<file path="src/rtl/ps2_pkg.sv">
// PS/2 mouse transmitter shared types: FSM states, frame geometry, parity.
// Imported by the line synchroniser, the bus interface and the transmitter top.
package ps2_pkg;

  typedef enum logic [2:0] {
    IDLE,
    INHIBIT,
    REQ,
    SEND,
    WAIT_ACK,
    WAIT_IDLE,
    DONE
  } tx_state_e;

  localparam int FRAME_DATA_BITS = 8;
  localparam int FRAME_LAST_EDGE = 10;

  function automatic logic odd_parity(
    input logic [FRAME_DATA_BITS-1:0] b
  );
    return ~^b;
  endfunction

endpackage

</file>
<file path="src/rtl/ps2_mouse_transmitter_if.sv">
// PS/2 transmitter bus: mouse line samples, pad enables and host byte request.
// master = transmitter side, slave = host/pad/device side.
interface ps2_mouse_transmitter_if;
  import ps2_pkg::*;

  logic                       CLK_MOUSE_IN;
  logic                       CLK_MOUSE_OUT_EN;
  logic                       DATA_MOUSE_IN;
  logic                       DATA_MOUSE_OUT;
  logic                       DATA_MOUSE_OUT_EN;
  logic                       SEND_BYTE;
  logic [FRAME_DATA_BITS-1:0] BYTE_TO_SEND;
  logic                       BYTE_SENT;

  modport master (
    input  CLK_MOUSE_IN,
    input  DATA_MOUSE_IN,
    input  SEND_BYTE,
    input  BYTE_TO_SEND,
    output CLK_MOUSE_OUT_EN,
    output DATA_MOUSE_OUT,
    output DATA_MOUSE_OUT_EN,
    output BYTE_SENT
  );

  modport slave (
    output CLK_MOUSE_IN,
    output DATA_MOUSE_IN,
    output SEND_BYTE,
    output BYTE_TO_SEND,
    input  CLK_MOUSE_OUT_EN,
    input  DATA_MOUSE_OUT,
    input  DATA_MOUSE_OUT_EN,
    input  BYTE_SENT
  );

endinterface

</file>
<file path="src/rtl/ps2_line_sync.sv">
// 2-FF synchroniser for one PS/2 line plus a 1-cycle falling-edge strobe.
// Ports: clk_i, rst_ni (async low), line_i -> sync_o, fall_o.
module ps2_line_sync (
  input  logic clk_i,
  input  logic rst_ni,
  input  logic line_i,
  output logic sync_o,
  output logic fall_o
);

  logic meta_q;
  logic sync_q;
  logic prev_q;

  // Reset to the idle-high bus level so release of reset never
  // fakes a falling edge.
  always_ff @(posedge clk_i or negedge rst_ni) begin
    if (!rst_ni) begin
      meta_q <= 1'b1;
      sync_q <= 1'b1;
      prev_q <= 1'b1;
    end else begin
      meta_q <= line_i;
      sync_q <= meta_q;
      prev_q <= sync_q;
    end
  end

  assign sync_o = sync_q;
  assign fall_o = prev_q & ~sync_q;

endmodule

</file>
<file path="src/rtl/ps2_mouse_transmitter.sv">
// PS/2 host-to-device byte transmitter: inhibit, RTS, 11-bit frame, ACK check.
// Ports: CLK, RESET (async low), bus (master). Option: MOUSE_TX_TIMEOUT_EN watchdog.
module ps2_mouse_transmitter
  import ps2_pkg::*;
#(
  parameter int CLK_INHIBIT_CYCLES = 12000,
  parameter int TIMEOUT_CYCLES     = 200000
) (
  input logic                     CLK,
  input logic                     RESET,
  ps2_mouse_transmitter_if.master bus
);

  tx_state_e                  state_q;
  logic [FRAME_DATA_BITS-1:0] byte_q;
  logic                       par_q;
  logic [31:0]                cnt_q;
  logic [3:0]                 bit_q;
  logic                       clk_en_q;
  logic                       dat_en_q;
  logic                       dat_q;
  logic                       sent_q;

  logic clk_sync;
  logic clk_fall;
  logic dat_sync;
  logic data_fall_unused;
  logic wd_hit;

  ps2_line_sync u_clk_sync (
    .clk_i  (CLK),
    .rst_ni (RESET),
    .line_i (bus.CLK_MOUSE_IN),
    .sync_o (clk_sync),
    .fall_o (clk_fall)
  );

  ps2_line_sync u_dat_sync (
    .clk_i  (CLK),
    .rst_ni (RESET),
    .line_i (bus.DATA_MOUSE_IN),
    .sync_o (dat_sync),
    .fall_o (data_fall_unused)
  );

`ifdef MOUSE_TX_TIMEOUT_EN
  logic [31:0] wd_q;
  logic        wd_run;

  assign wd_run = state_q inside {SEND, WAIT_ACK, WAIT_IDLE};
  // A device edge in the same cycle wins over the timeout.
  assign wd_hit = wd_run && !clk_fall &&
                  (wd_q == 32'(TIMEOUT_CYCLES - 1));

  always_ff @(posedge CLK or negedge RESET) begin
    if (!RESET) begin
      wd_q <= '0;
    end else if (!wd_run || clk_fall || wd_hit) begin
      wd_q <= '0;
    end else begin
      wd_q <= wd_q + 32'd1;
    end
  end
`else
  logic unused_timeout;
  assign unused_timeout = |32'(TIMEOUT_CYCLES);
  assign wd_hit         = 1'b0;
`endif

  always_ff @(posedge CLK or negedge RESET) begin
    if (!RESET) begin
      state_q  <= IDLE;
      byte_q   <= '0;
      par_q    <= 1'b0;
      cnt_q    <= '0;
      bit_q    <= '0;
      clk_en_q <= 1'b0;
      dat_en_q <= 1'b0;
      dat_q    <= 1'b0;
      sent_q   <= 1'b0;
    end else begin
      sent_q <= 1'b0;
      unique case (state_q)
        IDLE: begin
          clk_en_q <= 1'b0;
          dat_en_q <= 1'b0;
          dat_q    <= 1'b0;
          cnt_q    <= '0;
          bit_q    <= '0;
          if (bus.SEND_BYTE) begin
            byte_q   <= bus.BYTE_TO_SEND;
            par_q    <= odd_parity(bus.BYTE_TO_SEND);
            clk_en_q <= 1'b1;
            state_q  <= INHIBIT;
          end
        end
        INHIBIT: begin
          if (cnt_q == 32'(CLK_INHIBIT_CYCLES - 1)) begin
            cnt_q    <= '0;
            dat_en_q <= 1'b1;
            dat_q    <= 1'b0;
            state_q  <= REQ;
          end else begin
            cnt_q <= cnt_q + 32'd1;
          end
        end
        REQ: begin
          clk_en_q <= 1'b0;
          state_q  <= SEND;
        end
        SEND: begin
          if (wd_hit) begin
            dat_en_q <= 1'b0;
            dat_q    <= 1'b0;
            state_q  <= IDLE;
          end else if (clk_fall) begin
            bit_q <= bit_q + 4'd1;
            // Edge 10 releases data; the pull-up forms the stop bit.
            if (bit_q == 4'(FRAME_LAST_EDGE - 1)) begin
              dat_en_q <= 1'b0;
              dat_q    <= 1'b0;
              state_q  <= WAIT_ACK;
            end else if (bit_q < 4'(FRAME_DATA_BITS)) begin
              dat_q <= byte_q[bit_q[2:0]];
            end else begin
              dat_q <= par_q;
            end
          end
        end
        WAIT_ACK: begin
          if (wd_hit) begin
            state_q <= IDLE;
          end else if (clk_fall) begin
            state_q <= dat_sync ? IDLE : WAIT_IDLE;
          end
        end
        WAIT_IDLE: begin
          if (wd_hit) begin
            state_q <= IDLE;
          end else if (clk_sync && dat_sync) begin
            sent_q  <= 1'b1;
            state_q <= DONE;
          end
        end
        DONE: begin
          state_q <= IDLE;
        end
        default: begin
          clk_en_q <= 1'b0;
          dat_en_q <= 1'b0;
          dat_q    <= 1'b0;
          state_q  <= IDLE;
        end
      endcase
    end
  end

  assign bus.CLK_MOUSE_OUT_EN  = clk_en_q;
  assign bus.DATA_MOUSE_OUT_EN = dat_en_q;
  assign bus.DATA_MOUSE_OUT    = dat_q;
  assign bus.BYTE_SENT         = sent_q;

endmodule

</file>
<file path="src/flat_wrapper.sv">
// flat-port wrapper written by rule: the top's interface ports become plain ports
module ps2_mouse_transmitter_flat import ps2_pkg::*;
#(
  parameter int CLK_INHIBIT_CYCLES = 12000,
  parameter int TIMEOUT_CYCLES     = 200000
)
  (CLK, RESET, bus_CLK_MOUSE_IN, bus_DATA_MOUSE_IN, bus_SEND_BYTE, bus_BYTE_TO_SEND, bus_CLK_MOUSE_OUT_EN, bus_DATA_MOUSE_OUT, bus_DATA_MOUSE_OUT_EN, bus_BYTE_SENT);
  ps2_mouse_transmitter_if bus_i ();
  input logic CLK;
  input logic RESET;
  input wire logic [$bits(bus_i.CLK_MOUSE_IN)-1:0] bus_CLK_MOUSE_IN;
  input wire logic [$bits(bus_i.DATA_MOUSE_IN)-1:0] bus_DATA_MOUSE_IN;
  input wire logic [$bits(bus_i.SEND_BYTE)-1:0] bus_SEND_BYTE;
  input wire logic [$bits(bus_i.BYTE_TO_SEND)-1:0] bus_BYTE_TO_SEND;
  output wire logic [$bits(bus_i.CLK_MOUSE_OUT_EN)-1:0] bus_CLK_MOUSE_OUT_EN;
  output wire logic [$bits(bus_i.DATA_MOUSE_OUT)-1:0] bus_DATA_MOUSE_OUT;
  output wire logic [$bits(bus_i.DATA_MOUSE_OUT_EN)-1:0] bus_DATA_MOUSE_OUT_EN;
  output wire logic [$bits(bus_i.BYTE_SENT)-1:0] bus_BYTE_SENT;
  assign bus_i.CLK_MOUSE_IN = bus_CLK_MOUSE_IN;
  assign bus_i.DATA_MOUSE_IN = bus_DATA_MOUSE_IN;
  assign bus_i.SEND_BYTE = bus_SEND_BYTE;
  assign bus_i.BYTE_TO_SEND = bus_BYTE_TO_SEND;
  assign bus_CLK_MOUSE_OUT_EN = bus_i.CLK_MOUSE_OUT_EN;
  assign bus_DATA_MOUSE_OUT = bus_i.DATA_MOUSE_OUT;
  assign bus_DATA_MOUSE_OUT_EN = bus_i.DATA_MOUSE_OUT_EN;
  assign bus_BYTE_SENT = bus_i.BYTE_SENT;
  ps2_mouse_transmitter #(.CLK_INHIBIT_CYCLES(CLK_INHIBIT_CYCLES), .TIMEOUT_CYCLES(TIMEOUT_CYCLES)) u_core (.CLK(CLK), .RESET(RESET), .bus(bus_i));
endmodule
</file>
<file path="config.mk">
export PLATFORM = sky130hd
export DESIGN_NAME = ps2_mouse_transmitter_flat
export DESIGN_NICKNAME = d
export VERILOG_FILES = /design/src/rtl/ps2_pkg.sv /design/src/rtl/ps2_mouse_transmitter_if.sv /design/src/rtl/ps2_line_sync.sv /design/src/rtl/ps2_mouse_transmitter.sv /design/src/flat_wrapper.sv
export SDC_FILE = /design/constraint.sdc
export NUM_CORES = 1
export LEC_CHECK = 0
export CAP_MARGIN = 30
export CORE_MARGIN = 5
export CORE_UTILIZATION = 25
export CTS_CLUSTER_DIAMETER = 60
export DETAILED_ROUTE_END_ITERATION = 12
export GPL_ROUTABILITY_DRIVEN = 0
export GPL_TIMING_DRIVEN = 0
export PLACE_DENSITY = 0.43
export SLEW_MARGIN = 30
export SYNTH_ARGS = -nofsm -noshare
export SYNTH_HDL_FRONTEND = slang
export SYNTH_SLANG_ARGS = --single-unit
</file>
<file path="constraint.sdc">
create_clock -name CLK -period 6 [get_ports CLK]
set_input_delay 1.2 -clock CLK [delete_from_list [all_inputs] [get_ports CLK]]
set_output_delay 1.2 -clock CLK [all_outputs]
set_load 0.005 [all_outputs]
</file>
==> flow_summary_export.csv, run 1 <==
group,metric,value,unit
routing,drtPass1Iterations,4,
synth,ys_async_sr_fraction,100,%
synth,synth_xor_area_share,1.89,%
clock_tree,clock_sinks,57,
synth,synth.area.mux_share,6.19,%
finish,layout_common_cells,"dfrtp_1 (52), nand2_1 (42), a31oi_1 (26)",
timing,period_share,42.6,%
clock_tree,postCtsSetupBuffers,0,
clock_tree,clk_path_buf_depth,2,
timing,max_slew.worst_pin.slew,0.942,ns
clock_tree,hold_buffers,0,
grt,grt_use_total,12.9,%
grt,antenna_found_initial,0,
grt,gr-total-overflow,0,
worst_hold_path,hold_start,"u_core.u_dat_sync.meta_q",
routing,drcViolationCount,0,
floorplan,dieArea,15300,µm²
synth,synth-simple-area-share,23.5,%
synth,synth_edf_count,0,
floorplan,core,12700,µm²
floorplan,row_count,41,
timing,fin_crit,2.56,ns
timing,holdWs,0.353,ns
timing,setup_viol,0,
worst_setup_path,worstSetupPathType,"input port to flop",
worst_hold_path,holdPathStages,0,
synth,syn_area,3240,µm²
power_and_ir_drop,power.density,389,nW/µm²
worst_hold_path,hp-class,"flop to flop",
synth,synth_compound_area_share,17.6,%
clock_tree,cts-resized-gates,0,
timing,hold_viol,0,
clock_tree,cts_tree,"yes",
routing,antenna_left,0,
clock_tree,cts_buffers,9,
synth,avgSynthCellArea,9.24,µm²
outcome,outcome,"completed",
synth,synthDistinctLibCells,54,
place,hpwl,6380,µm
grt,grt_max_degree,40,
power_and_ir_drop,ir_drop,201,µV
worst_setup_path,start_kind,"input port",
grt,grt_pass1_wl,15300,µm
timing,slew_headroom,36.7,%
timing,fmax,0.391,GHz
synth,syn_inst,350,
power_and_ir_drop,p_leak,1.56,nW
floorplan,die_y,124,µm
worst_setup_path,rrSetupSlack,3.49,ns
routing,post_drt_wl_per_cell,16.4,µm
worst_setup_path,crit_path_end_kind,"flop",
worst_setup_path,critPathMaxStageDelay,0.53,ns
clock_tree,clock_latency,0.33,ns
worst_setup_path,crit_slowest_cell,"clkdlybuf4s50_1",
worst_setup_path,reg2reg_depth,6,
timing,fin_worst_skew,0.00714,ns
floorplan,die_x,124,µm
grt,grt_pass1_vias,2896,
synth,yosys_warnings,0,
clock_tree,clockRootBuffer,"clkbuf_16",
floorplan,ioPinCount,17,
finish,nNetsFinal,394,
worst_setup_path,crit_arrival,2.76,ns
timing,rsz0062_at_grt,"no",
finish,syn_to_final_growth,20.4,%
flow_run,maxCapViolCount,0,
finish,layout-drive-gt1-share,14.1,%
synth,syn-num-nets,366,
worst_setup_path,cp_cell_sequence,"clkdlybuf4s50_1, and3_1, clkbuf_1, mux2_2",
floorplan,start_util,25.5,%
finish,antenna_cells,0,
synth,ys.flop_type,"dfrtp_1",
worst_setup_path,r2r_start,"u_core.cnt_q[0]",
routing,initialDrtViolationCount,241,
synth,synth_top_family_by_area,"simple AND/OR/NAND/NOR gates",
worst_setup_path,critPathRequiredTime,6.21,ns
routing,drt-total-wl,9090,µm
finish,fin_util,30.7,%
timing,maxSlewViolCount,0,
routing,vias_per_cell,5.18,
synth,ys_ff_latch,57,
synth,synthAdderAreaFrac,1.16,%
worst_hold_path,hold_path_end,"u_core.u_dat_sync.sync_o",
finish,layout_commonest_cell,"dfrtp_1",
power_and_ir_drop,power,0.00151,W
routing,dr_total_vias,2876,
worst_setup_path,cp_max_fo,10,
place,port_buffers,16,
clock_tree,clk_pin_slew,0.05,ns
worst_setup_path,reg2reg_to,"u_core.cnt_q[26]",
timing,setup_tns,0,ns
synth,ys_seq_area_share,44.3,%
clock_tree,cts.htree.levels,3,
[cell families after synthesis]
family          Yosys count
simple gates            143
compound gates           90
flops                    57
buf+inv                  34
mux                      16
xor+xnor                  7
fa+ha+maj                 3
[worst max-delay path, delay by kind of cell]
kind,cells,cell delay (ns)
buf+inv,2,1.00
simple gates,1,0.16
mux,1,0.40
[through the flow]
| step | setup WS [ns] | cells | area (µm²) |
|---|---|---|---|
| final | 3.44 | 555 | 3900 |
| after global routing | 3.26 | 555 | 3900 |
| after CTS | 3.44 | 555 | 3900 |
| after detailed placement | 3.10 | 539 | 3630 |
| after global placement | 1.62 | 538 | 3610 |
| after floorplan | 3.87 | 350 | 3240 |
[report_power, final]
group          internal (W)  leakage (nW)  switching (W)
combinational      0.000206         0.683       0.000333
clock              0.000289         0.130       0.000174
sequential         0.000455         0.748      0.0000584
[area by class of cell]
| cell class | instances | area (µm²) |
|---|---|---|
| fillers | 1363 | 8770 |
| multi-input cells | 259 | 1630 |
| flip-flops and latches | 57 | 1430 |
| clock buffers | 13 | 250 |
| well taps | 172 | 215 |
| repair buffers | 17 | 178 |
| plain buffers | 21 | 124 |
| inverters | 13 | 48.8 |
| clock inverters | 3 | 17.5 |
[worst max-delay path by stage]
| stage | start | end | slack (ns) | cells past startpoint |
|---|---|---|---|---|
| after global placement | RESET | u_core.state_q[2] | 1.62 | 1 |
| final | bus_SEND_BYTE | u_core.byte_q[5] | 3.44 | 4 |
| after CTS | bus_SEND_BYTE | u_core.byte_q[5] | 3.44 | 4 |
| after floorplan | bus_SEND_BYTE | u_core.byte_q[0] | 3.87 | 3 |
| after detailed placement | bus_SEND_BYTE | u_core.byte_q[7] | 3.10 | 4 |
| after global routing | u_core.cnt_q[0] | u_core.cnt_q[26] | 3.26 | 6 |
[Yosys cell counts (6+ instances only)]
master,instances,area share (%)
a21oi_1,17,2.6
a31oi_1,26,5.0
buf_2,7,1.1
clkbuf_1,9,1.0
dfrtp_1,52,40
inv_1,13,1.5
mux2_2,12,4.2
nand2_1,42,4.9
nand3_1,21,3.2
nand4_1,13,2.5
nor2_1,19,2.2
nor3_1,6,0.93
nor4_1,10,1.9
o21ai_0,20,3.1
xnor2_1,7,1.9
[layer usage]
metal  global-route usage, %  share of wire (%)  vias up
met5                       0                  0        -
met4                    3.18               0.65        0
met3                    3.45                4.4        5
met2                    20.8                 48       56
met1                    17.1                 47     1434
li1                        -                  -     1381
[sequential cells by signal, indices dropped and copies added (netlist names)]
signal                        flops
u_core.u_clk_sync.prev_q          1
u_core.cnt_q                     32
u_core.u_dat_sync.sync_o          1
u_core.state_q                    3
u_core.bit_q                      4
u_core.bus.DATA_MOUSE_OUT_EN      1
u_core.byte_q                     8
u_core.par_q                      1
u_core.u_clk_sync.meta_q          1
u_core.bus.BYTE_SENT              1
u_core.u_clk_sync.sync_o          1
u_core.bus.DATA_MOUSE_OUT         1
u_core.bus.CLK_MOUSE_OUT_EN       1
u_core.u_dat_sync.meta_q          1
(Power assumes the default switching activity.)
==> inputs of run 2 (changes only) <==
==> constraint.sdc (replaced) <==
create_clock -name CLK -period 2.42 [get_ports CLK]
set_input_delay 0.484 -clock CLK [delete_from_list [all_inputs] [get_ports CLK]]
set_output_delay 0.484 -clock CLK [all_outputs]
set_load 0.005 [all_outputs]
==> run 2 against run 1 <==
  * Final area up 0.61%
  * Sequential share of layout area fell by 0.22 points
  * Cell count did not move
  * Core utilization up 0.19 points
  * Sequential power increased by 150%
  * Worst setup slack lost 3.3 ns
  * Critical path type is now flop to flop
  * Global-route usage hardly changed
  * Clock-buffer cell count did not move
==> flow_summary_export.csv, run 2 (synthesized netlist as in run 1, its figures left out) <==
group,metric,value,unit
clock_tree,cts_buffers,9,
power_and_ir_drop,p_sw_share,37.1,%
timing,setup_tns,0,ns
routing,drtPass1Iterations,4,
finish,largest_reg_flops,32,
finish,fin_util,30.9,%
grt,grt_use_total,12.9,%
power_and_ir_drop,p_leak,1.60,nW
worst_setup_path,startpoint,"u_core.cnt_q[0]",
timing,fin_worst_skew,0.00746,ns
finish,syn_to_final_growth,21.2,%
place,port_buffers,16,
routing,dr_total_vias,2860,
worst_setup_path,critPathMaxStageDelay,0.42,ns
finish,antenna_cells,0,
worst_setup_path,start_kind,"flop",
finish,nNetsFinal,394,
power_and_ir_drop,clockPowerShare,30.5,%
timing,setup_slack,0.181,ns
grt,gr-total-overflow,0,
floorplan,ioPinCount,17,
routing,drt-total-wl,9110,µm
finish,layout-drive-gt1-share,14.6,%
timing,period_share,92.5,%
power_and_ir_drop,power.density,958,nW/µm²
clock_tree,postCtsSetupBuffers,0,
timing,rsz0062_at_grt,"no",
place,dp.cells,539,
worst_setup_path,rrSetupSlack,0.18,ns
worst_setup_path,r2r_start,"u_core.cnt_q[0]",
timing,fmax,0.447,GHz
worst_setup_path,crit_top_cell,"buf_4",
clock_tree,clock_latency,0.33,ns
clock_tree,clockRootBuffer,"clkbuf_16",
finish,nFillCells,1361,
floorplan,dieArea,15300,µm²
timing,maxSlewViolCount,0,
routing,initialDrtViolationCount,237,
timing,slew_headroom,52.9,%
routing,antenna_left,0,
timing,max_slew.worst_pin.slew,0.698,ns
worst_setup_path,critPathCapture,"u_core.cnt_q[11]",
place,dp_slack,-0.0649,ns
place,hpwl,6380,µm
worst_setup_path,reg2reg_to,"u_core.cnt_q[11]",
clock_tree,cts_tree,"yes",
timing,setup_viol,0,
routing,drcViolationCount,0,
worst_hold_path,hp-class,"input port to async pin",
grt,antenna_found_initial,0,
finish,multi_input_area,1650,µm²
clock_tree,clk_pin_slew,0.05,ns
worst_setup_path,crit_path_end_kind,"flop",
grt,grt_max_degree,40,
finish,seqCellArea,1430,µm²
clock_tree,clk_path_buf_depth,2,
timing,hold_viol,0,
floorplan,start_util,25.5,%
finish,regMostFlops,"u_core.cnt_q",
flow_run,maxCapViolCount,0,
grt,grt_pass1_wl,15300,µm
power_and_ir_drop,power.internal,0.00236,W
worst_setup_path,reg2reg_depth,8,
power_and_ir_drop,seqPwrFrac,33.8,%
worst_setup_path,critPathRequiredTime,2.66,ns
power_and_ir_drop,pwr-share-comb,35.7,%
routing,post_drt_wl_per_cell,16.4,µm
floorplan,die_y,124,µm
worst_setup_path,worstSetupPathType,"flop to flop",
finish,fin_cells,555,
routing,vias_per_cell,5.15,
finish,layout_common_cells,"dfrtp_1 (52), nand2_1 (42), a31oi_1 (26)",
worst_setup_path,crit_arrival,2.48,ns
power_and_ir_drop,switchingPower,0.00139,W
clock_tree,cts.htree.levels,3,
clock_tree,clock_sinks,57,
timing,fin_crit,2.24,ns
worst_setup_path,cp_cell_sequence,"ha_1, and4_2, and4_1, a21oi_1, buf_4, buf_4, nand2_1, a31oi_1",
floorplan,die_x,124,µm
floorplan,core,12700,µm²
floorplan,row_count,41,
outcome,outcome,"completed",
worst_setup_path,cp_max_fo,10,
worst_setup_path,crit_slowest_cell,"dfrtp_1",
finish,layout_commonest_cell,"dfrtp_1",
grt,grt_pass1_vias,2908,
finish,largestRegisters,"u_core.cnt_q x32, u_core.byte_q x8, u_core.bit_q x4",
power_and_ir_drop,ir_drop,498,µV
[run 2: changes by cell type in the layout (fill, tap and decap cells not counted)]
| cell | before | now |
|---|---|---|
| nor3_4 | 0 | 2 |
| a21oi_1 | 17 | 16 |
| a21oi_2 | 0 | 1 |
| buf_2 | 7 | 6 |
| buf_4 | 3 | 4 |
| nor3_1 | 6 | 5 |
| nor3_2 | 1 | 0 |
[run 2: metal layers]
layer,vias up,GRT usage (%),wire length (µm)
met5,-,0,0
met4,0,3.18,59
met3,6,3.45,502
met2,60,20.9,4390
met1,1414,17.1,4150
li1,1380,-,-
[run 2: worst min path at each step]
stage | from | endpoint | slack, ns | depth (start not counted)
after floorplan | RESET | u_core.bit_q[0] | 0.19 | 0
after global placement | u_core.u_dat_sync.meta_q | u_core.u_dat_sync.sync_o | 0.35 | 0
after detailed placement | u_core.u_dat_sync.meta_q | u_core.u_dat_sync.sync_o | 0.35 | 0
after CTS | RESET | u_core.cnt_q[17] | 0.04 | 1
after global routing | RESET | u_core.cnt_q[12] | 0.05 | 1
final | RESET | u_core.cnt_q[17] | 0.04 | 1
[run 2: critical path: cells and delay by family (launching register included)]
family,cells,cell delay [ns]
AND/OR/NAND/NOR,3,0.61
flip-flops,1,0.42
buffers and inverters,2,0.47
AO/OA/AOI/OAI,2,0.39
adder cells (fa/ha/maj),1,0.27
[run 2: layout make-up]
class                      count  share of cell area [%]
inverter                      13                    1.24
clock buffer                  13                    6.38
tap                          172                    5.49
timing repair buffer          17                    4.53
sequential                    57                    36.5
buffer                        21                    3.22
multi-input combinational    259                    42.1
clock inverter                 3                   0.447
[run 2: per-stage QoR]
stage | total power, W | hold WS, ns | instance area [µm²]
6_report | 0.00376 | 0.0413 | 3920
3_3_place_gp | 0.00262 | 0.346 | 3610
4_1_cts | 0.00381 | 0.0401 | 3900
2_1_floorplan | 0.00216 | 0.188 | 3240
3_5_place_dp | 0.00262 | 0.347 | 3630
5_1_grt | 0.00401 | 0.0500 | 3920
[run 2: timing repair]
item	4_1_cts	5_1_grt
endpoints found under the setup margin	1	16
hold buffers	0	0
gates resized for setup	1	5
hold endpoints to repair	0	0
pin swaps	0	0
[run 2: power by group through the flow]
stage               clock [W]  combinational (W)  sequential [W]
floorplan                   0           0.000914         0.00124
global placement            0            0.00134         0.00128
detailed placement          0            0.00133         0.00129
CTS                   0.00119            0.00134         0.00127
global route          0.00123            0.00149         0.00130
finish                0.00115            0.00134         0.00127
